## config.mk

```make
export PLATFORM = sky130hd
export DESIGN_NAME = alu_writeback_stage_flat
export DESIGN_NICKNAME = d
export VERILOG_FILES = /design/src/rtl/alu_writeback_stage_if.sv /design/src/rtl/alu_writeback_stage.sv /design/src/flat_wrapper.sv
export SDC_FILE = /design/constraint.sdc
export NUM_CORES = 1
export LEC_CHECK = 0
export CAP_MARGIN = 25
export CORE_ASPECT_RATIO = 0.6
export CORE_UTILIZATION = 25
export DETAILED_ROUTE_END_ITERATION = 6
export SYNTH_ARGS = -nofsm -noshare
export SYNTH_HDL_FRONTEND = slang
export SYNTH_SLANG_ARGS = --single-unit
export TNS_END_PERCENT = 10
```

## constraint.sdc

```tcl
create_clock -name clk -period 5.65 [get_ports clk]
set_input_delay 0.565 -clock clk [delete_from_list [all_inputs] [get_ports clk]]
set_output_delay 0.565 -clock clk [all_outputs]
set_load 0.005 [all_outputs]
```

## src/rtl/alu_writeback_stage_if.sv

```systemverilog
// rtl/alu_writeback_stage_if.sv - ALU result input and register-file write port bundle
interface alu_writeback_stage_if #(
    parameter int DW = 17,
    parameter int AW = 4
);
    logic          in_valid;
    logic          in_ready;
    logic [3:0]    in_op;
    logic [DW-1:0] in_lower;
    logic [DW-1:0] in_upper;
    logic [AW-1:0] in_rd_lo;
    logic [AW-1:0] in_rd_hi;
    logic          wr_en;
    logic [AW-1:0] wr_addr;
    logic [DW-1:0] wr_data;

    modport master (
        output in_valid, in_op, in_lower, in_upper, in_rd_lo, in_rd_hi,
        input  in_ready, wr_en, wr_addr, wr_data
    );

    modport slave (
        input  in_valid, in_op, in_lower, in_upper, in_rd_lo, in_rd_hi,
        output in_ready, wr_en, wr_addr, wr_data
    );
endinterface

```

## src/rtl/alu_writeback_stage.sv

```systemverilog
// rtl/alu_writeback_stage.sv - 2-entry result FIFO draining to one register-file write port
// Optional flag_zero/flag_neg outputs enabled by defining ALU_WB_FLAGS_EN.
module alu_writeback_stage #(
    parameter int DW       = 17,
    parameter int AW       = 4,
    parameter int ZERO_REG = 1
) (
    input  logic                 clk,
    input  logic                 rst,
    alu_writeback_stage_if.slave wb,
    output logic                 busy
`ifdef ALU_WB_FLAGS_EN
    ,
    output logic                 flag_zero,
    output logic                 flag_neg
`endif
);
    localparam logic [3:0] OP_SWAP = 4'b1000;

    typedef enum logic {LO, HI} state_t;

    typedef struct packed {
        logic [3:0]    op;
        logic [DW-1:0] lower;
        logic [DW-1:0] upper;
        logic [AW-1:0] rd_lo;
        logic [AW-1:0] rd_hi;
    } entry_t;

    function automatic logic is_single_write(input logic [3:0] op);
        case (op)
            4'b0000, 4'b0001, 4'b0100, 4'b0101,
            4'b0111, 4'b1001, 4'b1011: return 1'b1;
            default:                   return 1'b0;
        endcase
    endfunction

    entry_t        mem [2];
    logic          wptr, rptr;
    logic [1:0]    count, count_n;
    state_t        state, state_n;
    logic          push, pop;
    entry_t        head;
    logic          head_valid;
    logic          lower_write;
    logic          wr_en_n;
    logic [AW-1:0] wr_addr_n;
    logic [DW-1:0] wr_data_n;

    assign head        = mem[rptr];
    assign head_valid  = (count != 2'd0);
    assign push        = wb.in_valid && wb.in_ready;
    assign lower_write = is_single_write(head.op) || (head.op == OP_SWAP);
    assign busy        = (count != 2'd0) || (state == HI);

    always_comb begin
        state_n   = state;
        pop       = 1'b0;
        wr_en_n   = 1'b0;
        wr_addr_n = wb.wr_addr;
        wr_data_n = wb.wr_data;
        case (state)
            LO: begin
                if (head_valid) begin
                    if (lower_write) begin
                        // Address-0 writes still sequence normally, only the strobe is dropped.
                        if (!(ZERO_REG != 0 && head.rd_lo == '0)) begin
                            wr_en_n   = 1'b1;
                            wr_addr_n = head.rd_lo;
                            wr_data_n = head.lower;
                        end
                        if (head.op == OP_SWAP) state_n = HI;
                        else                    pop     = 1'b1;
                    end else begin
                        pop = 1'b1;
                    end
                end
            end
            HI: begin
                pop     = 1'b1;
                state_n = LO;
                if (!(ZERO_REG != 0 && head.rd_hi == '0)) begin
                    wr_en_n   = 1'b1;
                    wr_addr_n = head.rd_hi;
                    wr_data_n = head.upper;
                end
            end
            default: state_n = LO;
        endcase
        count_n = count + {1'b0, push} - {1'b0, pop};
    end

    always_ff @(posedge clk) begin
        if (push) begin
            mem[wptr] <= '{op: wb.in_op, lower: wb.in_lower, upper: wb.in_upper,
                           rd_lo: wb.in_rd_lo, rd_hi: wb.in_rd_hi};
        end
    end

    always_ff @(posedge clk or posedge rst) begin
        if (rst) begin
            state       <= LO;
            count       <= 2'd0;
            wptr        <= 1'b0;
            rptr        <= 1'b0;
            wb.in_ready <= 1'b1;
            wb.wr_en    <= 1'b0;
            wb.wr_addr  <= '0;
            wb.wr_data  <= '0;
        end else begin
            state       <= state_n;
            count       <= count_n;
            if (push) wptr <= ~wptr;
            if (pop)  rptr <= ~rptr;
            // Ready is registered from the next occupancy, so a pop while full frees the slot one cycle later.
            wb.in_ready <= (count_n != 2'd2);
            wb.wr_en    <= wr_en_n;
            wb.wr_addr  <= wr_addr_n;
            wb.wr_data  <= wr_data_n;
        end
    end

`ifdef ALU_WB_FLAGS_EN
    always_ff @(posedge clk or posedge rst) begin
        if (rst) begin
            flag_zero <= 1'b0;
            flag_neg  <= 1'b0;
        end else if (state == LO && head_valid && lower_write) begin
            flag_zero <= (head.lower == '0);
            flag_neg  <= head.lower[DW-1];
        end
    end
`endif
endmodule
```

## src/flat_wrapper.sv

```systemverilog
// flat-port wrapper written by rule: the top's interface ports become plain ports
module alu_writeback_stage_flat 
#(
    parameter int DW       = 17,
    parameter int AW       = 4,
    parameter int ZERO_REG = 1
)
  (clk, rst, busy, wb_in_valid, wb_in_op, wb_in_lower, wb_in_upper, wb_in_rd_lo, wb_in_rd_hi, wb_in_ready, wb_wr_en, wb_wr_addr, wb_wr_data);
  alu_writeback_stage_if #(.DW(DW), .AW(AW)) wb_i ();
  input  logic clk;
  input  logic rst;
  output logic busy;
  input wire logic [$bits(wb_i.in_valid)-1:0] wb_in_valid;
  input wire logic [$bits(wb_i.in_op)-1:0] wb_in_op;
  input wire logic [$bits(wb_i.in_lower)-1:0] wb_in_lower;
  input wire logic [$bits(wb_i.in_upper)-1:0] wb_in_upper;
  input wire logic [$bits(wb_i.in_rd_lo)-1:0] wb_in_rd_lo;
  input wire logic [$bits(wb_i.in_rd_hi)-1:0] wb_in_rd_hi;
  output wire logic [$bits(wb_i.in_ready)-1:0] wb_in_ready;
  output wire logic [$bits(wb_i.wr_en)-1:0] wb_wr_en;
  output wire logic [$bits(wb_i.wr_addr)-1:0] wb_wr_addr;
  output wire logic [$bits(wb_i.wr_data)-1:0] wb_wr_data;
  assign wb_i.in_valid = wb_in_valid;
  assign wb_i.in_op = wb_in_op;
  assign wb_i.in_lower = wb_in_lower;
  assign wb_i.in_upper = wb_in_upper;
  assign wb_i.in_rd_lo = wb_in_rd_lo;
  assign wb_i.in_rd_hi = wb_in_rd_hi;
  assign wb_in_ready = wb_i.in_ready;
  assign wb_wr_en = wb_i.wr_en;
  assign wb_wr_addr = wb_i.wr_addr;
  assign wb_wr_data = wb_i.wr_data;
  alu_writeback_stage #(.DW(DW), .AW(AW), .ZERO_REG(ZERO_REG)) u_core (.clk(clk), .rst(rst), .wb(wb_i), .busy(busy));
endmodule
```

==> implementation parameters <==
Parameter                              Value

CTS
  CTS tree    built
  Post-CTS Setup Inserts    0
  Bufs on Longest Clock Path    2
  Level count of the clock H-tree    4
  Clock Tree Root    clkbuf_16
  Number of buffers added by the clock tree synthesis step    17
  Total number of clock tree sinks    120
  Number of gates resized after cts    0
  Clock transition at path regs    50 ps
  Clk Latency, worst-skew pair    400 ps
  Quantity of hold-fixing buffers added after cts    0

Die
  Standard-cell rows    37
  DIE HEIGHT    106.8 um
  Area inside the core boundary    0.01755 sq mm
  Initial cell density of the core    26.10%
  Total die area    0.01888 sq mm
  Die Span X    176.7 um
  Io pins    73

STA
  Number of endpoints failing setup at the final stage    0
  Timing-limited maximum frequency    348.6 MHz
  Final critical delay including setup and external delays    2869 ps
  RSZ-0062 raised after global routing    no
  Slew Limit Fails    0
  Fin Setup TNS    0 ps
  Hold slack    430.6 ps
  Slack of the critical path    2781 ps
  Worst-case headroom to the max-slew limit    37.98%
  Largest clock skew in the final design    7.048 ps
  Share of the clock period used by the worst path    50.77%
  Final count of hold timing violations    0
  Worst slew pin tran    930.3 ps

Placement
  Input/output buffers    72
  Placed cell count    514
  Placed cell area    0.005634 sq mm
  Detailed placement HPWL    6.089 mm
  Placement Setup Slack    2697 ps
  RePlAce Congestion    0.7050

Synthesis
  Post-synthesis area per instance    21.70 sq um
  Synthesized netlist cell count    211
  Main area contributors after synthesis    edfxtp_1 (60%), dfrtp_1 (15%), mux4_2 (10%)
  Share of the yosys chip area belonging to registers    75.66%
  Post-Synthesis Cell Area    0.004579 sq mm
  Flip-flop cell with the highest count after synthesis    edfxtp_1
  Net Count, Synth    262
  Cell variety after synth    29
  Number of synthesized flops with an enable pin    92
  Proportion of synthesized flip-flops having asynchronous set or reset    23.33%
  Total of warnings raised by yosys    0
  Post-synth top area share    60.33%
  Largest area contributor in the netlist    edfxtp_1
  Seq cells post-synth    120

Route
  Count of TritonRoute iterations in the first routing pass    4
  Post-DRT Antenna Nets    0
  Wirelength per Cell    16.99 um
  Iteration-0 DRC count of the detailed router    99
  DRC violation count after routing    0
  Vias after detailed routing    2,250
  Via density    4.121
  WL final    9.275 mm

Worst setup path
  Slowest cell on crit path    dfrtp_2
  Timing startpoint of the critical path    u_core.rptr$_DFFE_PP0N_
  Critical Path Fanout Max    31
  Type of the worst setup path    flop to flop
  Kind of start point of the critical path    flop
  Required time worst endpoint    5970 ps
  CP Cell Sequence    nor2b_1 -> nor4b_1 -> o31ai_1 -> ha_1 -> inv_1 -> ha_1 -> xnor2_1 -> xnor2_1 -> nand2b_1
  Data arrival, critical path    3190 ps
  Highest cell delay on the worst timing path    980 ps
  Reg-to-reg slack, setup    2780 ps
  R2r startpoint    u_core.rptr$_DFFE_PP0N_
  Element type at the critical path end    flop

Global route
  Sum of overflow across all layers after global routing    0
  Antenna violations before repair    0
  Wire length of the first global-routing pass    14.33 mm
  GRT Resource Usage Total    10.79%
  Vias in the first global route    2,458
  Maximum number of pins on one net before global-route repair    47

Power
  PwrDens    544.4 mW/mm^2
  Highest ir drop seen on vdd    267.3 uV
  Static leakage    2.173 nW
  Overall power of the completed layout    3.373 mW

Flow run
  Max-cap violations    0

Worst hold path
  Type of the worst min-delay path    primary input to asynchronous set/reset pin

Cells and area
  Fraction of final layout cells sized beyond drive strength 1    25.96%
  Fin cells    546
  Area growth, synth to finish    35.30%
  Utilization after layout    35.31%
  Multi-input gate area in the final layout    0.001050 sq mm
  Final antenna diode count    0
  Design Area, Final    0.006196 sq mm
  Fin nets    350
  Combined flip-flop and latch cell area    0.003466 sq mm
  Filler Cell Count    1,621

Outcome
  Outcome    completed
area by class of cell:
cell class | instances | share of cell area [%]
tap | 234 | 4.725
timing repair buffer | 77 | 12.96
multi-input combinational | 77 | 16.94
sequential | 120 | 55.94
clock buffer | 17 | 6.866
inverter | 6 | 0.3635
clock inverter | 15 | 2.201
cell usage after synthesis (all sizes together), types with 2 or more instances:
library cell and number:
ha 2, nor2 4, o21ai 2, nand2 4, mux4 21, nor3 2, inv 6, xnor2 3
nor4 4, dfrtp 27, mux2 21, nand2b 2, and3 2, buf 5, nor2b 2, edfxtp 92
clkbuf 3
report_power, final:
part / total, mW / switching, mW / internal (mW)
sequential: 1.40 / 0.167 / 1.23
clock: 1.01 / 0.368 / 0.640
combinational: 0.969 / 0.358 / 0.611
metal layers:
metal,global-route usage (%),vias up,routed length (um)
li1,-,1025,-
met1,13.89,1165,4397
met2,16.58,54,4442
met3,3.830,6,354
met4,4.249,0,81
met5,0,-,0
critical path, delay by kind of cell (launching register included):
family / cells / cell delay (ps)
fa+ha+maj: 2 / 470
buf+inv: 1 / 70
flops: 1 / 980
compound gates: 1 / 450
simple gates: 3 / 510
xor+xnor: 2 / 310
layout by cell type, fill, tap and decap left out, drive strengths merged:
cell            n
nor4            4
clkinvlp        4
nor4b           1
dfstp           1
o22ai           1
a2111oi         1
clkdlybuf4s50  72
buf             5
nor3            2
o31ai           1
clkinv         10
nand2           4
a22oi           1
xnor2           3
nor2b           2
mux4           21
nor2            4
dfrtp          27
a32oi           1
inv             5
and3            2
o21ai           2
xor2            1
ha              2
mux2           21
edfxtp         92
clkbuf         17
bufinv          2
a31oi           1
nand2b          2
state kept, by name, indices dropped and copies added, names as in the netlist:
signal              cells
u_core.mem             92
u_core.wb.wr_data      17
u_core.wb.wr_addr       4
u_core.count            2
u_core.rptr             1
u_core.state            1
u_core.wb.in_ready      1
u_core.wb.wr_en         1
u_core.wptr             1
cell families (layout without fill, tap and decap cells):
logic type / count (synthesis) / after routing / share of synthesized area, %
XOR/XNOR: 4 / 4 / 0.7652
flip-flops: 120 / 120 / 75.66
AO/OA/AOI/OAI: 8 / 8 / 1.940
buffers and inverters: 14 / 115 / 1.612
adder cells (fa/ha/maj): 2 / 2 / 0.5464
AND/OR/NAND/NOR: 21 / 21 / 2.431
multiplexers: 42 / 42 / 17.05
path summary, 6_finish.rpt:
path / end / cells past startpoint
setup reg to reg: u_core.wb.in_ready$_DFF_PP1_ / 9
max in group asynchronous: u_core.rptr$_DFFE_PP0N_ / 3
hold reg to reg: u_core.wb.wr_addr[2]$_DFFE_PP0P_ / 1
setup / recovery: u_core.wb.in_ready$_DFF_PP1_ / 9
hold / removal: u_core.wb.wr_data[5]$_DFFE_PP0P_ / 2
min in group clk: u_core.wb.wr_addr[2]$_DFFE_PP0P_ / 1
(Power assumes the default switching activity.)
